<file path="src/rtl/rsc_pkg.sv">
// Shared constants and the position-to-digit mapping for the rotating-square display.
package rsc_pkg;

  localparam int POS_W      = 3;
  localparam int NUM_DIGITS = 4;
  localparam int DIG_W      = 2;

  // Active-low segment patterns, bit order g,f,e,d,c,b,a.
  localparam logic [6:0] SEG_UPPER = 7'b0011100;
  localparam logic [6:0] SEG_LOWER = 7'b0100011;
  localparam logic [6:0] SEG_BLANK = 7'b1111111;

  typedef struct packed {
    logic [DIG_W-1:0] digit;
    logic [6:0]       pattern;
  } square_t;

  // Top row runs from the left digit rightwards, bottom row back leftwards.
  function automatic square_t pos_to_square(input logic [POS_W-1:0] pos);
    square_t sq;
    if (!pos[2]) begin
      sq.digit   = 2'd3 - pos[1:0];
      sq.pattern = SEG_UPPER;
    end else begin
      sq.digit   = pos[1:0];
      sq.pattern = SEG_LOWER;
    end
    return sq;
  endfunction

endpackage

</file>
<file path="src/rtl/sseg_scan_mux.sv">
// Free-running digit scanner with registered anode/segment outputs.
module sseg_scan_mux
  import rsc_pkg::*;
#(
  parameter int SCAN_BITS = 16
) (
  input  logic             clk,
  input  logic             reset,
  input  logic [DIG_W-1:0] i_sq_digit,
  input  logic [6:0]       i_sq_pattern,
  output logic [3:0]       o_an,
  output logic [6:0]       o_sseg
);

  logic [SCAN_BITS-1:0] r_scan_cnt;
  logic [3:0]           r_an;
  logic [6:0]           r_sseg;
  logic [DIG_W-1:0]     w_sel;
  logic [3:0]           w_an;

  assign w_sel = r_scan_cnt[SCAN_BITS-1 -: DIG_W];

  // NOTE: the default assignment before the indexed write keeps this purely combinational (no latch).
  always_comb begin
    w_an        = '1;
    w_an[w_sel] = 1'b0;
  end

  // NOTE: sequential state uses non-blocking assignments so every register samples pre-edge values.
  always_ff @(posedge clk) begin
    if (reset) begin
      r_scan_cnt <= '0;
      r_an       <= '1;
      r_sseg     <= SEG_BLANK;
    end else begin
      r_scan_cnt <= r_scan_cnt + SCAN_BITS'(1);
      r_an       <= w_an;
      r_sseg     <= (w_sel == i_sq_digit) ? i_sq_pattern : SEG_BLANK;
    end
  end

  assign o_an   = r_an;
  assign o_sseg = r_sseg;

endmodule

</file>
<file path="src/rtl/rsc_controller.sv">
// Rotating-square sequencer: step-rate counter, square position, and display scan.
module rsc_controller
  import rsc_pkg::*;
#(
  parameter int SCAN_BITS = 16,
  parameter int STEP_CNT  = 2_000_000,
  parameter int STEP_BITS = 21
) (
  input  logic             clk,
  input  logic             reset,
  input  logic             en,
  input  logic             cw,
  output logic [3:0]       an,
  output logic [6:0]       sseg,
  output logic [POS_W-1:0] pos,
  output logic             step_tick
);

  localparam logic [STEP_BITS-1:0] STEP_LAST = STEP_BITS'(STEP_CNT - 1);

  logic [STEP_BITS-1:0] r_step_cnt;
  logic [POS_W-1:0]     r_pos;
  logic                 r_step_tick;
  logic                 w_step_done;
  square_t              w_sq;

  assign w_step_done = en && (r_step_cnt == STEP_LAST);

  // Pausing freezes the partial count; cw only matters on the update cycle.
  always_ff @(posedge clk) begin
    if (reset) begin
      r_step_cnt  <= '0;
      r_pos       <= '0;
      r_step_tick <= 1'b0;
    end else begin
      r_step_tick <= w_step_done;
      if (w_step_done) begin
        r_step_cnt <= '0;
        r_pos      <= cw ? r_pos + POS_W'(1) : r_pos - POS_W'(1);
      end else if (en) begin
        r_step_cnt <= r_step_cnt + STEP_BITS'(1);
      end
    end
  end

  // Mapping uses the registered pos, so a step lands on the pins one cycle later.
  assign w_sq = pos_to_square(r_pos);

  sseg_scan_mux #(
    .SCAN_BITS (SCAN_BITS)
  ) u_scan (
    .clk          (clk),
    .reset        (reset),
    .i_sq_digit   (w_sq.digit),
    .i_sq_pattern (w_sq.pattern),
    .o_an         (an),
    .o_sseg       (sseg)
  );

  assign pos       = r_pos;
  assign step_tick = r_step_tick;

endmodule

</file>
<file path="config.mk">
export PLATFORM = sky130hd
export DESIGN_NAME = rsc_controller
export DESIGN_NICKNAME = d
export VERILOG_FILES = /design/src/rtl/rsc_pkg.sv /design/src/rtl/sseg_scan_mux.sv /design/src/rtl/rsc_controller.sv
export SDC_FILE = /design/constraint.sdc
export NUM_CORES = 1
export LEC_CHECK = 0
export CAP_MARGIN = 10
export CORE_ASPECT_RATIO = 1.1
export CORE_UTILIZATION = 57
export CTS_CLUSTER_DIAMETER = 150
export DETAILED_ROUTE_END_ITERATION = 16
export PLACE_DENSITY = 0.84
export SKIP_LAST_GASP = 1
export SYNTH_ARGS = -nofsm -noshare
export SYNTH_HDL_FRONTEND = slang
export SYNTH_HIERARCHICAL = 1
export SYNTH_SLANG_ARGS = --single-unit
</file>
<file path="constraint.sdc">
create_clock -name clk -period 2.2 [get_ports clk]
set_input_delay 0.44 -clock clk [delete_from_list [all_inputs] [get_ports clk]]
set_output_delay 0.44 -clock clk [all_outputs]
set_load 0.005 [all_outputs]
</file>
Word level (Yosys, flattened, before mapping)
Cells that the tools add are included.
{ "classes": {"n_div": 0, "n_reduce_logical": 4, "mul": 0, "shift": 0, "order_cmp": 2, "n_addsub": 5, "bitwise_logic": 2, "mux": 4, "n_eq_ne": 2} }
{ "op_table": {"columns": ["op", "n"], "rows": [
  ["$add 21x1->21 const B", 1],
  ["$eq 21x21->1 const B", 1],
  ["$add 16x1->16 const B", 1],
  ["$mux 9", 1],
  ["$not 4->4", 1],
  ["$reduce_or 2->1", 2],
  ["$add 3x1->3 const B", 1],
  ["$lt 2x3->1 const B", 1],
  ["$mux 3", 1],
  ["$sub 3x1->3 const B", 1],
  ["$demux 1 s2", 1],
  ["$eq 2x2->1", 1],
  ["$ge 2x1->1 const B", 1],
  ["$logic_and 1x1->1", 2],
  ["$sub 2x2->2 const A", 1],
  ["$mux 1", 1],
  ["$not 1->1", 1]
]} }
{ "word_totals": {"mem_bits_rw": 0, "latchBits": 0, "input_bits": 4, "mem_count": 0, "ff_bits": 52, "romBits": 0, "output_inout_bits": 15, "word_cells": 25} }

Longest topological paths before layout
Gate-level depths: netlist of run 1.
{ "depth": {"ltp_word": 5, "depth_mapped": 7, "ltp_nobuf": 5} }

Hierarchy
The synthesis of run 1 kept the hierarchy.
{ "modules_own_cells": {"columns": ["mod", "instances", "seq_area_each_um2", "area_per_inst_um2", "cells_each"], "rows": [
  ["rsc_controller", 1, 500.5, 1221.2, 144],
  ["sseg_scan_mux", 1, 540.5, 1018.5, 102]
]} }

Worst setup path before layout of run 1
OpenSTA, ideal clock, no wires.
{ "synth_path": {"kind": "register -> register", "from": "reg r_step_cnt[8]", "to": "reg r_step_cnt[10]", "path_stages_with_launch": 7, "setup_slack_ns": 0.153, "n_path_buf": 2, "required_ns": 2.083, "arrival_ns": 1.930, "setup_ns": 0.117, "synth_period_minus_slack_ns": 2.047, "path_cell_list": "dfxtp_1 or4b_1 or3_1 clkbuf_2 o21bai_2 buf_2 nor2_1"} }
{ "synth_between": {"elab_chain_cells": 3, "word_cells_on_any_way": 4} }
{ "synth_lines": {"columns": ["element", "line", "text"], "rows": [
  ["start, declared", "rsc_controller.sv:21", "logic [STEP_BITS-1:0] r_step_cnt;"],
  ["start signal, assigned", "rsc_controller.sv:41", "r_step_cnt <= r_step_cnt + STEP_BITS'(1);"],
  ["branches (longest 3 deep; another with $add 21x1->21)", null, null]
]} }
Parallel ways; which one is timed is not known.
A chain may end at the register's enable or synchronous reset.

Final worst setup path of run 1
{ "layout_path": {"from": "reg r_step_cnt[9]", "to": "reg r_pos[2], in the netlist pos[2]"} }
{ "layout_between": {"elab_chain_cells": 2} }
{ "layout_lines": {"columns": ["element", "line", "text"], "rows": [
  ["$eq 21x21->1", "rsc_controller.sv:27", "assign w_step_done = en && (r_step_cnt == STEP_LAST);"],
  ["$logic_and 1x1->1", "rsc_controller.sv:27", null],
  ["end signal, assigned", "rsc_controller.sv:39", "r_pos <= cw ? r_pos + POS_W'(1) : r_pos - POS_W'(1);"],
  ["end, declared", "rsc_controller.sv:22", "logic [POS_W-1:0] r_pos;"]
]} }
Every way passes these cells.

==> flow_summary.toml, run 1 <==
[finish]
fin_util = 0.723
antenna_cells = 0
area_growth_pct = 19.9
drive_above_1_share = 0.125
final_nets = 285
fillers = 275

[setup_path]
crit_start = "r_step_cnt[9]$_SDFFE_PP0P_"
cp_max_fo = 7
slowest_stage = "or4b_1"
worstPathCellList = "or4b_1 -> or3_1 -> or4_1 -> a21oi_1"
max_stage_delay_ps = 580
end_kind = "flop"
startpoint_type = "flop"
cp_top_family = "simple AND/OR/NAND/NOR gates"
path_class = "flop to flop"
required_ps = 2430
crit_arrival_ps = 2360
reg2reg_from = "r_step_cnt[9]$_SDFFE_PP0P_"
path_buf_inv = 0

[yosys]
synth_commonest_cells = "dfxtp_1 (52), nor2_1 (28), xnor2_1 (16)"
yosysTopAreaCellShare = 0.465
synth_ff_type = "dfxtp_1"
synthArstFlopShare = 0
synth.most_common_cell = "dfxtp_1"
synth_warnings = 6
netlist_instances = 246
synthTopCellsByArea = "dfxtp_1 (46%), xnor2_1 (6.3%), nor2_1 (4.7%)"
synth_nets = 253
synth_top_cell_by_area = "dfxtp_1"
synth-edff-count = 0
netlist_area_mm2 = 0.00224
synth_area_per_cell_um2 = 9.10
yosysUniqueCellTypes = 40
ys_seq_area_frac = 0.465
synth-seq-cells = 52

[global_route]
grt_max_degree = 20
use_met3 = 0.0575
grtUsageMet2 = 0.382
grt-ovfl-total = 0
busiest_layer = "met2"
grt_use_met1 = 0.247
first_global_vias = 1623
grt_pass1_wl_um = 6750
antenna_found_initial = 0
grt_usage = 0.219

[sta]
setup_viol = 0
rsz0062_at_grt = "no"
fmax_ghz = 0.470
setup_tns_ps = 0
finClkSkew_ps = 10.8
min_period_over_period = 0.967
hold_viol_final = 0
period_needed_ps = 2130
slew_violations = 0

[clock_network]
clkSinkCount = 52
clk_latency_ps = 300
cts-resized-gates = 0
cts_made_buffers = 5
post_cts_buffers = 0
cts_buffer_depth = 2
cts_tree = "built"
root_buffer = "clkbuf_8"
path_clk_slew_ps = 90
hold_buffers = 0
h-tree-depth = 2

[floorplan]
die_x_um = 61.8
ios = 19
dieHeight_um = 67.7
core_area_mm2 = 0.00371
start_util = 0.603
rows = 23
fp.dieArea_mm2 = 0.00418

[detailed_routing]
drt_iter0_drc = 138
wire_per_inst_um = 12.2
ant_nets = 0
wirelength_um = 4020
routed_via_density = 5.46
num_vias = 1797
drc = 0
dr.pass1.iters = 4

[placement]
dp_hpwl_um = 2890
io_buffers = 18
gp_congestion = 0.783

[pwr]
leakage_uw = 0.000902
power_uw = 1650
ir_drop_uv = 395
powerDensity_mw_per_mm2 = 613

[worst_hold_path]
min_from = "u_scan/r_scan_cnt[14]$_SDFF_PP0_"
worstHoldPathType = "flop to flop"

[run_status]
status = "completed"

[job]
maxCapViolCount = 0
registers in the layout (all words and copies together), names as in the netlist:
name,flops
r_step_cnt,21
u_scan/r_scan_cnt,16
u_scan/o_sseg,7
u_scan/o_an,4
pos,3
step_tick,1
routing by layer:
metal	vias to the layer above	routed length, um	share of wire
li1	917	-	-
met1	837	1850	0.46
met2	34	1980	0.49
met3	9	102	0.025
met4	0	95	0.024
met5	-	0	0
worst reg2reg max path: stages, from the launching register on:
cell,delay [ps]
dfxtp_1,360
or4b_1,580
or3_1,470
or4_1,500
a21oi_1,150
cells in the final DEF, fill, tap and decap left out, types with 2 or more instances in the layout:
cell type         n
dfxtp_1          52
nor2_1           28
clkdlybuf4s50_1  18
xnor2_1          16
buf_4            16
nand2_1          15
nand3_1          14
a21oi_1          14
xor2_1           11
nand4_1           9
o21ai_0           9
nor3_1            9
or3_1             8
inv_1             6
or4_1             5
nand2b_1          5
clkbuf_8          5
o31ai_1           4
or2b_1            4
nor4_1            3
or4b_1            2
or3_2             2
and4_1            2
ha_1              2
nor2b_1           2
area by class of cell:
| cell class | instances | area [um^2] | share of cell area |
|---|---|---|---|
| clock buffer | 6 | 72.6 | 0.0270 |
| inverter | 6 | 22.5 | 0.00839 |
| tap | 50 | 62.6 | 0.0233 |
| multi-input combinational | 178 | 1130 | 0.421 |
| sequential | 52 | 1040 | 0.388 |
| clock inverter | 2 | 35.0 | 0.0130 |
| timing repair buffer | 35 | 320 | 0.119 |
kinds of logic (layout without fill, tap and decap cells):
group           count (synthesis)  count (layout)  synth area share
fa+ha+maj                       3               3            0.0201
simple gates                  117             117             0.297
other cells                     1               1           0.00167
flops                          52              52             0.465
mux                             2               2            0.0112
compound gates                 28              28            0.0698
buf+inv                        16              49            0.0302
xor+xnor                       27              27             0.106
path summary, 6_finish.rpt:
| path | endpoint | slack, ps | cells after the start |
|---|---|---|---|
| setup / recovery | pos[2]$_SDFFE_PP0P_ | 70 | 4 |
| hold / removal | u_scan/o_an[1]$_SDFF_PP1_ | 490 | 1 |
| setup reg to reg | pos[2]$_SDFFE_PP0P_ | 70 | 4 |
| hold reg to reg | u_scan/o_an[1]$_SDFF_PP1_ | 490 | 1 |
power by group:
group / leakage [uW] / total [uW] / switching (uW) / internal (uW)
clock network: 0.0000552 / 631 / 293 / 338
registers: 0.000421 / 959 / 8.83 / 950
logic: 0.000427 / 56.2 / 28.3 / 28.0
total: 0.000902 / 1650 / 330 / 1320
stage by stage:
stage / cell area, um^2 / cells / hold WS, ps / setup WS (ps)
detailed placement: 2580 / 321 / 471 / -55.1
finish: 2690 / 329 / 489 / 72.7
CTS: 2690 / 329 / 493 / 90.0
floorplan: 2240 / 246 / 430 / 153
global placement: 2580 / 321 / 442 / -4.42
global route: 2690 / 329 / 506 / 12.7
Note: power is estimated with default switching activity, not from simulation.
==> inputs of run 2 (changes only) <==
--- a/config.mk
+++ b/config.mk
@@ -10,6 +10,7 @@
 export CORE_UTILIZATION = 57
 export CTS_CLUSTER_DIAMETER = 150
 export DETAILED_ROUTE_END_ITERATION = 16
+export GPL_TIMING_DRIVEN = 1
 export PLACE_DENSITY = 0.84
 export SKIP_LAST_GASP = 1
 export SYNTH_ARGS = -nofsm -noshare
==> results of run 2 <==
The final DEF is identical to that of run 1; final timing and power are the same.
